===== src/rtl/mux_rr_arbiter.sv =====
// Round-robin arbiter and sequencer for the 4:1 mux_gate datapath: drives the mux
// selects, holds each grant for a bounded burst of accepted transfers, then rotates.
module mux_rr_arbiter #(
    parameter int unsigned HOLD_MAX = 4
) (
    input  logic       clk,
    input  logic       rst_n,
    input  logic [3:0] req,
    input  logic       out_ready,
    output logic       sel0,
    output logic       sel1,
    output logic [3:0] gnt,
    output logic       out_valid,
    output logic       busy
);

    localparam int unsigned CW = $clog2(HOLD_MAX + 1);
    localparam logic [CW-1:0] CNT_LAST = CW'(HOLD_MAX - 1);

    typedef enum logic {
        IDLE,
        GRANT
    } state_t;

    state_t        state, state_n;
    logic [1:0]    idx, idx_n;
    logic [1:0]    ptr, ptr_n;
    logic [CW-1:0] cnt, cnt_n;
    logic [3:0]    gnt_n;
    logic          xfer;
    logic          rel;

    // First set request scanning p, p+1, ... with modulo-4 wrap; only called with r != 0.
    function automatic logic [1:0] rr_pick(input logic [3:0] r, input logic [1:0] p);
        logic [1:0] cand;
        logic       found;
        rr_pick = p;
        found   = 1'b0;
        for (int k = 0; k < 4; k++) begin
            cand = p + 2'(k);
            if (!found && r[cand]) begin
                rr_pick = cand;
                found   = 1'b1;
            end
        end
    endfunction

    assign busy      = (state == GRANT);
    assign sel0      = idx[0];
    assign sel1      = idx[1];
    assign out_valid = busy & req[idx];

    // NOTE: every variable gets a default first so no path leaves it unassigned,
    // which would otherwise infer a latch.
    always_comb begin
        state_n = state;
        idx_n   = idx;
        ptr_n   = ptr;
        cnt_n   = cnt;
        rel     = 1'b0;
        xfer    = out_valid & out_ready;
        case (state)
            IDLE: begin
                if (|req) begin
                    state_n = GRANT;
                    idx_n   = rr_pick(req, ptr);
                    cnt_n   = '0;
                end
            end
            GRANT: begin
                rel = !req[idx] || (xfer && (cnt == CNT_LAST));
                if (rel) begin
                    // Rearbitrate on the release edge so back-to-back grants have no bubble.
                    ptr_n = idx + 2'd1;
                    cnt_n = '0;
                    if (|req) begin
                        idx_n = rr_pick(req, idx + 2'd1);
                    end else begin
                        state_n = IDLE;
                    end
                end else if (xfer) begin
                    cnt_n = cnt + CW'(1);
                end
            end
            default: state_n = IDLE;
        endcase
        gnt_n = (state_n == GRANT) ? (4'b0001 << idx_n) : 4'b0000;
    end

    // NOTE: state registers use non-blocking assignments so every flop samples
    // pre-edge values; idx is kept through IDLE so the mux output stays stable.
    always_ff @(posedge clk or negedge rst_n) begin
        if (!rst_n) begin
            state <= IDLE;
            idx   <= 2'd0;
            ptr   <= 2'd0;
            cnt   <= '0;
            gnt   <= 4'b0000;
        end else begin
            state <= state_n;
            idx   <= idx_n;
            ptr   <= ptr_n;
            cnt   <= cnt_n;
            gnt   <= gnt_n;
        end
    end

endmodule


===== config.mk =====
export PLATFORM = sky130hd
export DESIGN_NAME = mux_rr_arbiter
export DESIGN_NICKNAME = d
export VERILOG_FILES = /design/src/rtl/mux_rr_arbiter.sv
export SDC_FILE = /design/constraint.sdc
export NUM_CORES = 1
export LEC_CHECK = 0
export CORE_ASPECT_RATIO = 0.9
export CORE_MARGIN = 2
export CORE_UTILIZATION = 35
export CTS_BUF_LIST = sky130_fd_sc_hd__clkbuf_8
export DETAILED_ROUTE_END_ITERATION = 10
export HOLD_SLACK_MARGIN = 0.06
export PLACE_DENSITY = 0.59
export SYNTH_ARGS = -nofsm -noshare
export SYNTH_HDL_FRONTEND = slang
export SYNTH_SLANG_ARGS = --single-unit

===== constraint.sdc =====
create_clock -name clk -period 1.8 [get_ports clk]
set_clock_uncertainty 0.1 [all_clocks]
set_input_delay 0.18 -clock clk [delete_from_list [all_inputs] [get_ports clk]]
set_output_delay 0.18 -clock clk [all_outputs]
set_load 0.02 [all_outputs]

==> flow_summary.yaml, run 1 <==
global_routing:
  antenna_found_initial: 0
  grt_pass1_wl_mm: 3.79
  grt_start_max_net_pins: 13
  grt-ovfl-total: 0
  first_global_vias: 828
  grt.total_usage: 0.171
pwr:
  total_power_w: 0.00194
  ir_drop_mv: 1.04
  powerDensity_nw_per_um2: 1520
  p_leak_nw: 0.567
critical_path:
  worst_path_largest_cell_delay_ns: 0.43
  critPathMaxFanout: 5
  path_cells: "or2_1, a2111o_1, a311o_1, o211a_4, and3_1"
  end_kind: "register"
  worst-path-buf-inv: 0
  required_ns: 1.83
  worstPathArrival_ns: 2.02
  start_kind: "register"
  crit_slowest_cell: "dfrtp_2"
  crit_type: "register to register"
  path_delay_family: "compound AO/OA/AOI/OAI gates"
sta:
  rsz0062_at_grt: "true"
  finalSetupViolations: 7
  hold_violations: 0
  finalSetupTns_ns: -0.828
  fin_crit_sh: 1.10
  fin_crit_ns: 1.98
  slew_headroom: 0.643
  maxSlewViolCount: 0
  worst_slew_pin_slew_ns: 0.534
  fmax_mhz: 504
  setup_slack_ns: -0.184
floorplanning:
  rows: 17
  die_y_um: 51.2
  ios: 15
  die_area_um2: 2880
  initial_core_util: 0.360
  core_um2: 2400
  dieWidth_um: 56.4
placement:
  dp_worst_setup_slack_ns: -0.455
  globalplace.congestion: 0.862
  post-dp-hpwl_mm: 1.65
  portBuffers: 14
  placed_cell_area_um2: 1170
yosys:
  yosysMostFrequentCell: "dfrtp_1"
  synthCells: 95
  yosysTopAreaCell: "dfrtp_1"
  ys_types: 42
  syn_area_per_cell_um2: 9.10
  synth_nets: 104
  synth_top_cells_by_area: "dfrtp_1, o21ai_0, nand3b_1"
  ys_warn_count: 0
  ys_seq_elements: 12
  synthTopCellsByCount: "dfrtp_1, nand2_1, inv_1, o21ai_0, a21oi_1"
  yosysSeqAreaShare: 0.347
  synthArstFlopShare: 1.00
  netlist_area_um2: 865
  synth_top_area_frac: 0.347
  ys.flop_type: "dfrtp_1"
  synth_edf_count: 0
clocking:
  insertion_delay_ns: 0.25
  cts_buffers: 3
  cts_tree: "built"
  cts_buffer_depth: 2
  ctsRootBufferMaster: "clkbuf_8"
  htreeDepth: 1
  cts_hold_buf: 0
  cts_sinks: 12
  clk_pin_slew_ns: 0.05
routing:
  drt-pass1-iter-count: 4
  ant_nets: 0
  routed_wl_mm: 2.18
  vias: 829
  vias_per_cell: 5.28
  wire_per_inst_um: 13.9
  drc: 0
  first_iter_violations: 16
outcome:
  outcome: "finished, violations left"
  violations: "negative setup slack"
flow_run:
  cap_violations: 0
layout:
  fin_nets: 139
  syn_to_final_growth_pct: 47.8
  diodes: 0
  fin_area_um2: 1280
  layout-drive-gt1-share: 0.333
worst_hold_path:
  hold_class: "input pin to async pin"
==> power by group <==
part	internal, W	total [W]	switching (W)
Clock	0.000193	0.000295	0.000102
Combinational	0.000608	0.00118	0.000575
Sequential	0.000381	0.000463	0.0000822
Total	0.00118	0.00194	0.000759
==> timing repair <==
item / in CTS / in global routing
pin swaps: 4 / 4
gates resized for setup: 10 / 8
setup buffers: 0 / 1
endpoints found under the setup margin: 9 / 12
==> sequential cells by signal, indices dropped and copies added (netlist names) <==
name and cells:
gnt 4, busy 1, cnt 3, ptr 2, idx 2
==> final timing paths <==
check / start / to / slack [ns] / depth (start not counted)
setup / recovery: idx[0] / gnt[3] / -0.18 / 5
hold / removal: rst_n / cnt[2] / 0.19 / 1
setup reg to reg: idx[0] / gnt[3] / -0.18 / 5
hold reg to reg: cnt[2] / cnt[2] / 0.38 / 2
max in group asynchronous: rst_n / idx[0] / 1.03 / 1
min in group clk: cnt[2] / cnt[2] / 0.38 / 2
==> layout make-up <==
cell class	instances	area, µm²
clock buffers	4	55.1
flip-flops and latches	12	303
repair buffers	37	315
inverters	8	30.0
well taps	28	35.0
fillers	219	1130
multi-input cells	68	539
==> kinds of logic (layout without fill, tap and decap cells) <==
| family | Yosys count | after routing | synth area share |
|---|---|---|---|
| simple gates | 32 | 32 | 0.224 |
| fa+ha+maj | 2 | 2 | 0.0289 |
| compound gates | 31 | 31 | 0.268 |
| mux | 3 | 3 | 0.0492 |
| flops | 12 | 12 | 0.347 |
| buf+inv | 15 | 49 | 0.0825 |
==> through the flow <==
stage | utilization | hold WS, ns | cells
after floorplan | - | -0.216 | 95
after global placement | 0.485 | 0.362 | 152
after detailed placement | 0.485 | 0.374 | 152
after CTS | 0.516 | 0.204 | 156
after global routing | 0.531 | 0.225 | 157
final | 0.531 | 0.185 | 157
==> placed cells by master, fill, tap and decap left out, drive strengths merged, types with 2 or more instances in the layout <==
cell type,synthesis,layout
nor2b,3,3
a21oi,6,6
inv,8,8
ha,2,2
dfrtp,12,12
nor4,2,2
o21bai,2,2
nor3b,3,3
buf,4,24
a211oi,2,2
o211a,3,3
nand2,9,9
clkdlybuf4s50,0,11
o21ai,9,9
mux2i,2,2
nor2,2,2
nand3b,5,5
clkbuf,2,4
==> metal layers <==
| layer | vias to the layer above | routed length [µm] | GRT usage |
|---|---|---|---|
| met5 | - | 0 | 0 |
| met3 | 2 | 49 | 0.0506 |
| li1 | 416 | - | - |
| met2 | 8 | 1070 | 0.269 |
| met4 | 0 | 19 | 0.0675 |
| met1 | 403 | 1040 | 0.221 |
Note: power is estimated with default switching activity, not from simulation.
==> inputs of run 2 (changes only) <==
Settings changed: ABC_AREA set to 0, MAX_ROUTING_LAYER set to met4.
==> flow_summary.yaml, run 2 (synthesis gave the netlist of run 1 again) <==
outcome:
  outcome: "finished, violations left"
  violations: "negative setup slack"
routing:
  drc: 0
  dr_wl_met2_mm: 1.02
  routed_wl_mm: 2.16
  ant_nets: 0
  vias_per_cell: 5.46
  vias: 862
  wire_per_inst_um: 13.7
  met1Wirelength_mm: 1.03
  top_layer_used: "met4"
  route.met3.wl_um: 99
  drt-pass1-iter-count: 4
  first_iter_violations: 26
sta:
  setup_slack_ns: -0.201
  fin_crit_sh: 1.11
  maxSlewViolCount: 0
  fin_crit_ns: 2.00
  fmax_mhz: 500
  finalSetupViolations: 6
  slew_headroom: 0.638
  worst_slew_pin_slew_ns: 0.542
  whs_ns: 0.193
  rsz0062_at_grt: "true"
  hold_violations: 0
critical_path:
  r2r-end: "gnt[3]"
  rrSetupSlack_ns: -0.20
  worstSetupPathDepth: 5
  worst_path_largest_cell_delay_ns: 0.42
  worstPathArrival_ns: 2.03
  worstRegToRegCells: 5
  path_cells: "or2_1, a2111o_1, a311o_1, o211a_2, and3_1"
  crit_type: "register to register"
  worst-path-buf-inv: 0
  crit_slowest_cell: "dfrtp_2"
  critPathMaxFanout: 5
  r2r_start: "idx[1]"
  path_delay_family: "compound AO/OA/AOI/OAI gates"
  required_ns: 1.83
  start_kind: "register"
  end_kind: "register"
clocking:
  cts_sinks: 12
  ctsRootBufferMaster: "clkbuf_8"
  cts_buffers: 3
  insertion_delay_ns: 0.24
  clk_pin_slew_ns: 0.05
  postCtsSetupRepairBufs: 0
  cts_buffer_depth: 2
  cts_hold_buf: 0
  cts_tree: "built"
  htreeDepth: 1
layout:
  most-common-layout-cells: "buf_4, clkdlybuf4s50_1, dfrtp_1, inv_1, nand2_1"
  layout-drive-gt1-share: 0.323
  largest_register_ffs: 4
  top_register: "gnt"
  final_util: 0.520
  fin_nets: 140
  multi_input_area_um2: 513
  fin_area_um2: 1250
  syn_to_final_growth_pct: 44.4
  seq_area_um2: 303
  reg.largest.list: "gnt x4, cnt x3"
  final_common_cell: "buf_4"
  diodes: 0
  fill_cells: 226
worst_hold_path:
  hold_class: "input pin to async pin"
floorplanning:
  dieWidth_um: 56.4
  die_y_um: 51.2
  initial_core_util: 0.360
  ios: 15
  rows: 17
  die_area_um2: 2880
  core_um2: 2400
global_routing:
  grt_start_max_net_pins: 13
  antenna_found_initial: 0
  grt_pass1_wl_mm: 3.88
  grt.total_usage: 0.176
  first_global_vias: 834
  grt-ovfl-total: 0
placement:
  post-dp-hpwl_mm: 1.61
  placed_cell_area_um2: 1180
  dp_worst_setup_slack_ns: -0.476
  portBuffers: 14
  globalplace.congestion: 0.879
pwr:
  ir_drop_mv: 0.802
  p_leak_nw: 0.557
  powerDensity_nw_per_um2: 1490
flow_run:
  cap_violations: 0
run 2: changes by cell type in the layout (fill, tap and decap cells not counted), sizes merged:
cell	change
buf	+1
dlymetal6s2s	-1
dlygate4sd2	+1
run 2: repair_timing:
item                       CTS  global route
pin swaps                    1             1
setup endpoints to repair    9             9
resized for setup            8             3
gates cloned                 0             0
run 2: cell type report:
| cell class | count | share of cell area |
|---|---|---|
| multi-input cells | 68 | 0.411 |
| flip-flops and latches | 12 | 0.242 |
| clock buffers | 4 | 0.0441 |
| inverters | 8 | 0.0240 |
| well taps | 28 | 0.0281 |
| repair buffers | 38 | 0.251 |
run 2: how the worst max path moves through the flow:
stage               startpoint     end  slack (ns)
detailed placement      req[3]  gnt[3]       -0.48
floorplan               idx[1]  gnt[3]       -0.19
global route            idx[1]  gnt[3]       -0.26
finish                  idx[1]  gnt[3]       -0.20
global placement        req[3]  gnt[1]       -0.51
CTS                     idx[1]  gnt[3]       -0.19
run 2: stage by stage:
| stage | total power [W] | setup TNS (ns) | instances |
|---|---|---|---|
| floorplan | 0.00109 | -0.682 | 95 |
| global placement | 0.00153 | -4.14 | 154 |
| finish | 0.00187 | -0.800 | 158 |
| CTS | 0.00186 | -0.820 | 158 |
| global route | 0.00202 | -1.28 | 158 |
| detailed placement | 0.00153 | -4.05 | 154 |
run 2: power breakdown:
| part | total (W) | leakage, nW | internal, W | switching, W |
|---|---|---|---|---|
| registers | 0.000462 | 0.147 | 0.000381 | 0.0000815 |
| clock network | 0.000293 | 0.0288 | 0.000193 | 0.0000996 |
| logic | 0.00111 | 0.381 | 0.000559 | 0.000551 |
run 2: layer usage:
| metal | global-route usage | vias up |
|---|---|---|
| met5 | - | - |
| met4 | 0.0476 | 0 |
| met3 | 0.0329 | 2 |
| met2 | 0.284 | 26 |
| met1 | 0.230 | 417 |
| li1 | - | 417 |
run 2: worst register-to-register path: cells and delay by family, from the launching register on:
family,cells,cell delay (ns)
AOI/OAI and AO/OA,3,0.94
DFF,1,0.42
and+or+nand+nor,2,0.44
